## config.mk

```make
export PLATFORM = sky130hd
export DESIGN_NAME = mem_sram_ctrl_flat
export DESIGN_NICKNAME = d
export VERILOG_FILES = /design/src/rtl/mem_sram_ctrl_if.sv /design/src/rtl/mem_sram_ctrl.sv /design/src/flat_wrapper.sv
export SDC_FILE = /design/constraint.sdc
export NUM_CORES = 1
export LEC_CHECK = 0
export BUFFER_PORTS_ARGS = -buffer_cell sky130_fd_sc_hd__buf_2
export CAP_MARGIN = 10
export CORE_MARGIN = 3
export CORE_UTILIZATION = 30
export DETAILED_ROUTE_END_ITERATION = 8
export GPL_ROUTABILITY_DRIVEN = 0
export HOLD_SLACK_MARGIN = 0.15
export SLEW_MARGIN = 20
export SYNTH_ARGS = -nofsm -noshare
export SYNTH_HDL_FRONTEND = slang
export SYNTH_SLANG_ARGS = --single-unit
```

## constraint.sdc

```tcl
create_clock -name clk -period 5.88 [get_ports clk]
set_input_delay 1.764 -clock clk [delete_from_list [all_inputs] [get_ports clk]]
set_output_delay 1.764 -clock clk [all_outputs]
set_load 0.005 [all_outputs]
```

## src/rtl/mem_sram_ctrl_if.sv

```systemverilog
// Bus bundle between the EX/MEM pipeline, the SRAM controller and the 16-bit external SRAM.
// slave: controller side; master: pipeline + SRAM device side.
interface mem_sram_ctrl_if;
    logic        wb_en_in;
    logic        mem_r_en_in;
    logic        mem_w_en_in;
    logic [31:0] alu_result_in;
    logic [3:0]  dest_in;
    logic [31:0] st_val_in;

    logic        wb_en;
    logic        mem_r_en;
    logic [31:0] alu_result;
    logic [3:0]  dest;
    logic [31:0] data_memory_out;
    logic        freeze;

    logic [17:0] sram_addr;
    logic [15:0] sram_dq_out;
    logic [15:0] sram_dq_in;
    logic        sram_dq_oe;
    logic        sram_we_n;

    modport slave (
        input  wb_en_in, mem_r_en_in, mem_w_en_in, alu_result_in, dest_in, st_val_in,
        input  sram_dq_in,
        output wb_en, mem_r_en, alu_result, dest, data_memory_out, freeze,
        output sram_addr, sram_dq_out, sram_dq_oe, sram_we_n
    );

    modport master (
        output wb_en_in, mem_r_en_in, mem_w_en_in, alu_result_in, dest_in, st_val_in,
        output sram_dq_in,
        input  wb_en, mem_r_en, alu_result, dest, data_memory_out, freeze,
        input  sram_addr, sram_dq_out, sram_dq_oe, sram_we_n
    );
endinterface

```

## src/rtl/mem_sram_ctrl.sv

```systemverilog
// MEM-stage SRAM controller: each 32-bit load/store becomes two 16-bit SRAM accesses (low, then high).
// Optional macro MEM_BOUNDS_CHECK_EN: requests outside the SRAM window complete at once with no strobes.
module mem_sram_ctrl #(
    parameter int unsigned WAIT_CYCLES = 2,
    parameter logic [31:0] BASE_ADDR   = 32'd1024
) (
    input logic            clk,
    input logic            rst,
    mem_sram_ctrl_if.slave bus
);
    localparam logic [1:0] IDLE = 2'd0;
    localparam logic [1:0] LOW  = 2'd1;
    localparam logic [1:0] HIGH = 2'd2;
    localparam logic [1:0] DONE = 2'd3;

    localparam logic [3:0] RELOAD = 4'(WAIT_CYCLES - 1);

    logic [1:0]  state;
    logic [3:0]  wait_cnt;
    logic [31:0] rd_data;

    logic [31:0] offset;
    logic [16:0] word_idx;
    logic [12:0] idx_hi;
    logic        req;
    logic        is_write;
    logic        is_read;
    logic        in_range;
    logic        start;
    logic        active;
    logic        half;
    logic        cnt_zero;
    logic        unused_bits;

    assign bus.wb_en      = bus.wb_en_in;
    assign bus.mem_r_en   = bus.mem_r_en_in;
    assign bus.alu_result = bus.alu_result_in;
    assign bus.dest       = bus.dest_in;

    // Byte offset into the SRAM window; wraps freely when the address is below BASE_ADDR.
    assign offset      = bus.alu_result_in - BASE_ADDR;
    assign word_idx    = offset[18:2];
    assign idx_hi      = offset[31:19];
    assign unused_bits = ^{offset[1:0], idx_hi};

    assign req      = bus.mem_r_en_in | bus.mem_w_en_in;
    assign is_write = bus.mem_w_en_in;
    assign is_read  = bus.mem_r_en_in & ~bus.mem_w_en_in;

`ifdef MEM_BOUNDS_CHECK_EN
    assign in_range = (bus.alu_result_in >= BASE_ADDR) && (idx_hi == '0);
`else
    assign in_range = 1'b1;
`endif

    assign start    = (state == IDLE) && req && in_range;
    assign active   = (state == LOW) || (state == HIGH);
    assign half     = (state == HIGH);
    assign cnt_zero = (wait_cnt == '0);

    // The request cycle itself is frozen, so the stall begins before the FSM leaves IDLE.
    assign bus.freeze    = rst & (start | active);
    assign bus.sram_addr = {word_idx, half};

    // NOTE: strobes are decoded from the registered state only, never from a latch-prone if without else.
    assign bus.sram_we_n  = ~(active & is_write);
    assign bus.sram_dq_oe = active & is_write;

    always_comb begin
        bus.sram_dq_out = '0;
        if (active && is_write) begin
            bus.sram_dq_out = half ? bus.st_val_in[31:16] : bus.st_val_in[15:0];
        end
    end

    assign bus.data_memory_out = rd_data;

    // NOTE: all state updates use non-blocking assignment so every register sees pre-edge values.
    always_ff @(posedge clk) begin
        if (!rst) begin
            state    <= IDLE;
            wait_cnt <= '0;
            rd_data  <= '0;
        end else begin
            case (state)
                IDLE: begin
                    if (start) begin
                        state    <= LOW;
                        wait_cnt <= RELOAD;
                    end else if (is_read && !in_range) begin
                        rd_data <= '0;
                    end
                end
                LOW: begin
                    if (cnt_zero) begin
                        state    <= HIGH;
                        wait_cnt <= RELOAD;
                        if (is_read) rd_data[15:0] <= bus.sram_dq_in;
                    end else begin
                        wait_cnt <= wait_cnt - 4'd1;
                    end
                end
                HIGH: begin
                    if (cnt_zero) begin
                        state <= DONE;
                        if (is_read) rd_data[31:16] <= bus.sram_dq_in;
                    end else begin
                        wait_cnt <= wait_cnt - 4'd1;
                    end
                end
                DONE:    state <= IDLE;
                default: state <= IDLE;
            endcase
        end
    end
endmodule
```

## src/flat_wrapper.sv

```systemverilog
// flat-port wrapper written by rule: the top's interface ports become plain ports
module mem_sram_ctrl_flat 
#(
    parameter int unsigned WAIT_CYCLES = 2,
    parameter logic [31:0] BASE_ADDR   = 32'd1024
)
  (clk, rst, bus_wb_en_in, bus_mem_r_en_in, bus_mem_w_en_in, bus_alu_result_in, bus_dest_in, bus_st_val_in, bus_sram_dq_in, bus_wb_en, bus_mem_r_en, bus_alu_result, bus_dest, bus_data_memory_out, bus_freeze, bus_sram_addr, bus_sram_dq_out, bus_sram_dq_oe, bus_sram_we_n);
  mem_sram_ctrl_if bus_i ();
  input logic clk;
  input logic rst;
  input wire logic [$bits(bus_i.wb_en_in)-1:0] bus_wb_en_in;
  input wire logic [$bits(bus_i.mem_r_en_in)-1:0] bus_mem_r_en_in;
  input wire logic [$bits(bus_i.mem_w_en_in)-1:0] bus_mem_w_en_in;
  input wire logic [$bits(bus_i.alu_result_in)-1:0] bus_alu_result_in;
  input wire logic [$bits(bus_i.dest_in)-1:0] bus_dest_in;
  input wire logic [$bits(bus_i.st_val_in)-1:0] bus_st_val_in;
  input wire logic [$bits(bus_i.sram_dq_in)-1:0] bus_sram_dq_in;
  output wire logic [$bits(bus_i.wb_en)-1:0] bus_wb_en;
  output wire logic [$bits(bus_i.mem_r_en)-1:0] bus_mem_r_en;
  output wire logic [$bits(bus_i.alu_result)-1:0] bus_alu_result;
  output wire logic [$bits(bus_i.dest)-1:0] bus_dest;
  output wire logic [$bits(bus_i.data_memory_out)-1:0] bus_data_memory_out;
  output wire logic [$bits(bus_i.freeze)-1:0] bus_freeze;
  output wire logic [$bits(bus_i.sram_addr)-1:0] bus_sram_addr;
  output wire logic [$bits(bus_i.sram_dq_out)-1:0] bus_sram_dq_out;
  output wire logic [$bits(bus_i.sram_dq_oe)-1:0] bus_sram_dq_oe;
  output wire logic [$bits(bus_i.sram_we_n)-1:0] bus_sram_we_n;
  assign bus_i.wb_en_in = bus_wb_en_in;
  assign bus_i.mem_r_en_in = bus_mem_r_en_in;
  assign bus_i.mem_w_en_in = bus_mem_w_en_in;
  assign bus_i.alu_result_in = bus_alu_result_in;
  assign bus_i.dest_in = bus_dest_in;
  assign bus_i.st_val_in = bus_st_val_in;
  assign bus_i.sram_dq_in = bus_sram_dq_in;
  assign bus_wb_en = bus_i.wb_en;
  assign bus_mem_r_en = bus_i.mem_r_en;
  assign bus_alu_result = bus_i.alu_result;
  assign bus_dest = bus_i.dest;
  assign bus_data_memory_out = bus_i.data_memory_out;
  assign bus_freeze = bus_i.freeze;
  assign bus_sram_addr = bus_i.sram_addr;
  assign bus_sram_dq_out = bus_i.sram_dq_out;
  assign bus_sram_dq_oe = bus_i.sram_dq_oe;
  assign bus_sram_we_n = bus_i.sram_we_n;
  mem_sram_ctrl #(.WAIT_CYCLES(WAIT_CYCLES), .BASE_ADDR(BASE_ADDR)) u_core (.clk(clk), .rst(rst), .bus(bus_i));
endmodule
```

# == After elaboration in Yosys (flattened, before gate mapping) ==
# Cells that the tools add are included.
# classes
addsub,2
eq_ne,7
muxes,10
n_bitwise,7
reduce_logical,10
# ops
operator,count
$mux W16,2
$sub A19 B11 Y19 const B,1
$mux W4,3
$pmux W4 S3,1
$reduce_and A3 Y1,4
$pmux W2 S4,1
$mux W2,3
$eq A2 B2 Y1 const B,2
$logic_not A4 Y1,1
$ne A2 B1 Y1 const B,2
$ne A2 B2 Y1 const B,2
$sub A4 B1 Y4 const B,1
$and A1 B1 Y1,3
$reduce_bool A3 Y1,1
$eq A2 B1 Y1 const B,1
$logic_and A1 B1 Y1,2
$logic_not A2 Y1,1
$not A1 Y1,2
$or A1 B1 Y1,2
$logic_or A1 B1 Y1,1
# totals
register_bits,38
inputBits,89
out_inout_bits,107
wordCells,40

# == Depth between registers and ports, before layout ==
# depth
word_depth,4
depth_mapped,7
mapped_depth_nobuf,5

# == Worst setup path after synthesis ==
# OpenSTA, ideal clock, no wires.
# synth_timing
kind,input to output
start,input port bus_alu_result_in[15]
end,output port bus_sram_addr[17]
arrival_ns,2.710
required_ns,4.116
setup_slack_ns,1.406
cell_stages,3
path_buffers,0
cell_sequence,or4_1 > nor4_2 > xor2_1
# synth_between
elab_chain_len,1
# synth_lines
element,line,source
start: declaration,flat_wrapper.sv:14,input wire logic [$bits(bus_i.alu_result_in)-1:0] bus_alu_result_in;
$sub A19 B11 Y19,mem_sram_ctrl.sv:41,assign offset = bus.alu_result_in - BASE_ADDR;
end: declaration,flat_wrapper.sv:24,output wire logic [$bits(bus_i.sram_addr)-1:0] bus_sram_addr;
# No other way between the ends.

# == Worst setup path after layout ==
# Ends and elaborated chain as after synthesis.

==> metrics.log <==
[metrics] clock sinks: 38
[metrics] clock-pin slew of the registers on the worst-case setup and hold paths: roughly 0.07 ns
[metrics] number of clock buffers inserted by TritonCTS: 5
[metrics] worst path arrival time: about 3 ns
[metrics] net count of the mapped netlist: ~370
[metrics] Static Leakage: 0.00160 uW
[metrics] source of the worst register-to-register timing path: u_core.state[0]
[metrics] r2r worst-path depth: 5
[metrics] number of levels in the clock H-tree: 2
[metrics] worst setup path end: bus_sram_addr[17]
[metrics] wire per inst: ~13 um
[metrics] number of buffers added on ports: ~130
[metrics] final sum of negative setup slack: 0 ns
[metrics] Final min period: around 4.8 ns
[metrics] slack of the worst reg-to-reg path: about 3.8 ns
[metrics] capture point of the worst reg-to-reg path: u_core.wait_cnt[3]
[metrics] beginning of the critical path: bus_alu_result_in[15]
[metrics] Net Switching: 299 uW
[metrics] Total Routing Usage GR: 12.6%
[metrics] achievable frequency: about 210 MHz
[metrics] CTS root buf: clkbuf_8
[metrics] final antenna diode count: 0
[metrics] number of slew-limit violations in the final report: 0
[metrics] power density over cell area: 295 nW/um^2
[metrics] vias per cell: 4.50
[metrics] die area: slightly above 9000 sq um
[metrics] Hold WS: 0.456 ns
[metrics] final clock skew: between 0.005 and 0.006 ns
[metrics] max-cap violations: 0
[metrics] height of the die: about 95 um
[metrics] wire length of the first global-routing pass: ~9.2 mm
[metrics] leading cell type in the layout, fill and taps excluded: buf_2
[metrics] boundary pin count: slightly below 200
[metrics] PostCTS Resize Cnt: 0
[metrics] quantity of hold-fixing buffers added after cts: 0
[metrics] critical path cell sequence: buf_2 > or4_1 > nor4_2 > xor2_1 > buf_2
[metrics] initial antenna violation count: 0
[metrics] biggest fanout along the worst timing path: 3
[metrics] Internal Dissipation: 547 uW
[metrics] outcome: complete, no violations
[metrics] pre-CTS setup slack: 1.10 ns
[metrics] largest net degree at the start of global routing: between 50 and 60
[metrics] TritonCTS clock tree: built
[metrics] Final WS setup: ~1.1 ns
[metrics] setup violation total in the final timing report: 0
[metrics] Tightest Pin Transition: 0.615 ns
[metrics] unrepaired setup endpoints after global routing: false
[metrics] synthesized instance count: between 200 and 300
[metrics] routed wire length: 5.75 mm
[metrics] number of global-route vias before repair: 2,045
[metrics] slowest library cell on the worst path: or4_1
[metrics] part of the power in combinational logic: 43.6%
[metrics] syn_area_per_cell: about 8.6 sq um
[metrics] worst min path class: flop to flop
[metrics] fraction of layout cells with a size suffix above 1: around 41%
[metrics] number of warnings printed during yosys synthesis: 0
[metrics] estimated wirelength of the detail-placed design: around 4.4 mm
[metrics] relative contribution of the clock network to total power: between 20 and 25%
[metrics] startpoint of the worst hold path: u_core.bus.data_memory_out[16]
[metrics] number of distinct library cell variants in the gate-level netlist after synthesis: 33
[metrics] Floorplan Core Area: between 7000 and 8000 sq um
[metrics] share of the yosys chip area belonging to registers: between 30% and 40%
[metrics] count of unresolved DRC violations after routing: 0
[metrics] DR pass1 iterations: 6
[metrics] Seq pwr share: 34.9%
[metrics] effective utilization at floorplan: between 30% and 40%
[metrics] Setup Fix Bufs, Post-CTS: 0
[metrics] DRC marker count from the first detailed-route iteration: 70
[metrics] Worst VDD drop: approximately 130 uV
[metrics] flop and latch count out of synthesis: 38
[metrics] crit-path max cell delay: just over 0.6 ns
[metrics] final count of hold timing violations: 0
[metrics] count of nets left with antenna violations after detail routing: 0
[metrics] worst skew pair latency: roughly 0.28 ns
[metrics] area growth from synthesis to layout: 19.7%
[metrics] crit-path most repeated cell: buf_2
[metrics] crit path capture type: output pin
[metrics] leftover overflow at the end of global routing: 0
[metrics] synthesized area: around 2400 sq um
[metrics] required time at the endpoint of the critical path: between 4 and 5 ns
[metrics] Core Rows: 31
[metrics] top library cells by usage in the layout, fill and taps aside: buf_2 (131), nand2_1 (54), mux2i_1 (49), dfxtp_1 (38), nor2_1 (21)
[metrics] Critical Path Start Type: primary input
[metrics] Max transition margin: about three fifths
[metrics] number of buffers on the longest clock path: 2
[metrics] fraction of power spent switching nets: about a third
[metrics] share of the clock period used by the worst path after layout: approximately 81%
[metrics] count of vias placed by the detailed router: approximately 2.1k
[metrics] type of the setup path with the least slack: primary input to output pin
[metrics] die width: between 90 and 100 um
[metrics] # nets final: between 400 and 500
stage by stage:
| stage | instance area, sq um | utilization (%) | cells | total power [uW] |
|---|---|---|---|---|
| 3_3_place_gp | 2770 | 37.0 | 450 | 667 |
| 4_1_cts | 2860 | 38.2 | 458 | 857 |
| 5_1_grt | 2860 | 38.2 | 458 | 910 |
| 2_1_floorplan | 2390 | - | 278 | 576 |
| 6_report | 2860 | 38.2 | 458 | 845 |
| 3_5_place_dp | 2770 | 37.0 | 450 | 673 |
registers in the layout (all words and copies together), names as in the netlist:
signal                      cells
u_core.bus.data_memory_out     32
u_core.wait_cnt                 4
u_core.state                    2
cell families after synthesis:
| kind of cell | after synthesis | synth area share, % |
|---|---|---|
| AO/OA/AOI/OAI | 13 | 4.50 |
| XOR/XNOR | 7 | 2.57 |
| adder cells (fa/ha/maj) | 5 | 2.62 |
| buffers and inverters | 72 | 19.5 |
| flip-flops | 38 | 31.8 |
| multiplexers | 49 | 20.5 |
| AND/OR/NAND/NOR | 94 | 18.4 |
worst min-delay path by stage:
stage                                     end  slack, ns  cells after the start
2_1_floorplan              u_core.wait_cnt[1]       0.45                      2
3_3_place_gp   u_core.bus.data_memory_out[21]       0.44                      2
3_5_place_dp   u_core.bus.data_memory_out[16]       0.45                      2
4_1_cts        u_core.bus.data_memory_out[16]       0.46                      2
5_1_grt        u_core.bus.data_memory_out[10]       0.49                      2
6_report       u_core.bus.data_memory_out[16]       0.46                      2
synthesized netlist by cell type (all sizes together):
| cell | number | area share (%) |
|---|---|---|
| nor4 | 2 | 1.0 |
| or4b | 1 | 0.58 |
| nor3b | 3 | 1.4 |
| o21a | 1 | 0.31 |
| clkbuf | 8 | 1.3 |
| nand4b | 2 | 0.73 |
| inv | 11 | 1.7 |
| mux2i | 49 | 21 |
| or3 | 3 | 0.79 |
| nand2 | 54 | 8.5 |
| o211a | 1 | 0.42 |
| ha | 5 | 2.6 |
| xnor2 | 1 | 0.37 |
| or4 | 1 | 0.31 |
| buf | 53 | 17 |
| nor2 | 21 | 3.3 |
| o21ai | 1 | 0.21 |
| dfxtp | 38 | 32 |
| a22o | 1 | 0.37 |
| nand3b | 1 | 0.31 |
| o2bb2ai | 1 | 0.37 |
| nor4b | 1 | 0.37 |
| a211oi | 3 | 0.94 |
| o21ba | 1 | 0.42 |
| o32ai | 2 | 0.73 |
| a311oi | 2 | 0.73 |
| or2 | 1 | 0.26 |
| nand2b | 1 | 0.26 |
| nor3 | 3 | 0.63 |
| xor2 | 6 | 2.2 |
layout make-up:
class / count / area (sq um)
flip-flops and latches: 38 / 761
repair buffers: 134 / 678
clock inverters: 1 / 5.00
well taps: 99 / 124
multi-input cells: 168 / 1160
clock buffers: 7 / 86.3
inverters: 11 / 41.3
fillers: 794 / 4630
layer usage:
layer  vias to the layer above  global-route usage [%]  wire (um)
li1                       1032                       -          -
met3                         6                    4.42        567
met1                       943                    13.4       2210
met2                        81                    23.3       2950
met5                         -                       0          0
met4                         0                    3.49         21
power groups by stage:
| stage | sequential [uW] | combinational (uW) | clock, uW |
|---|---|---|---|
| after floorplan | 299 | 276 | 0 |
| after global placement | 299 | 367 | 0 |
| after detailed placement | 301 | 372 | 0 |
| after CTS | 295 | 374 | 188 |
| after global routing | 299 | 413 | 198 |
| final | 295 | 368 | 182 |
critical path, delay by kind of cell:
family                    cells  cell delay [ns]
xor gates and xnor gates      1             0.16
and+or+nand+nor               2             0.83
buffers and inverters         2             0.24
Note: power is estimated with default switching activity, not from simulation.
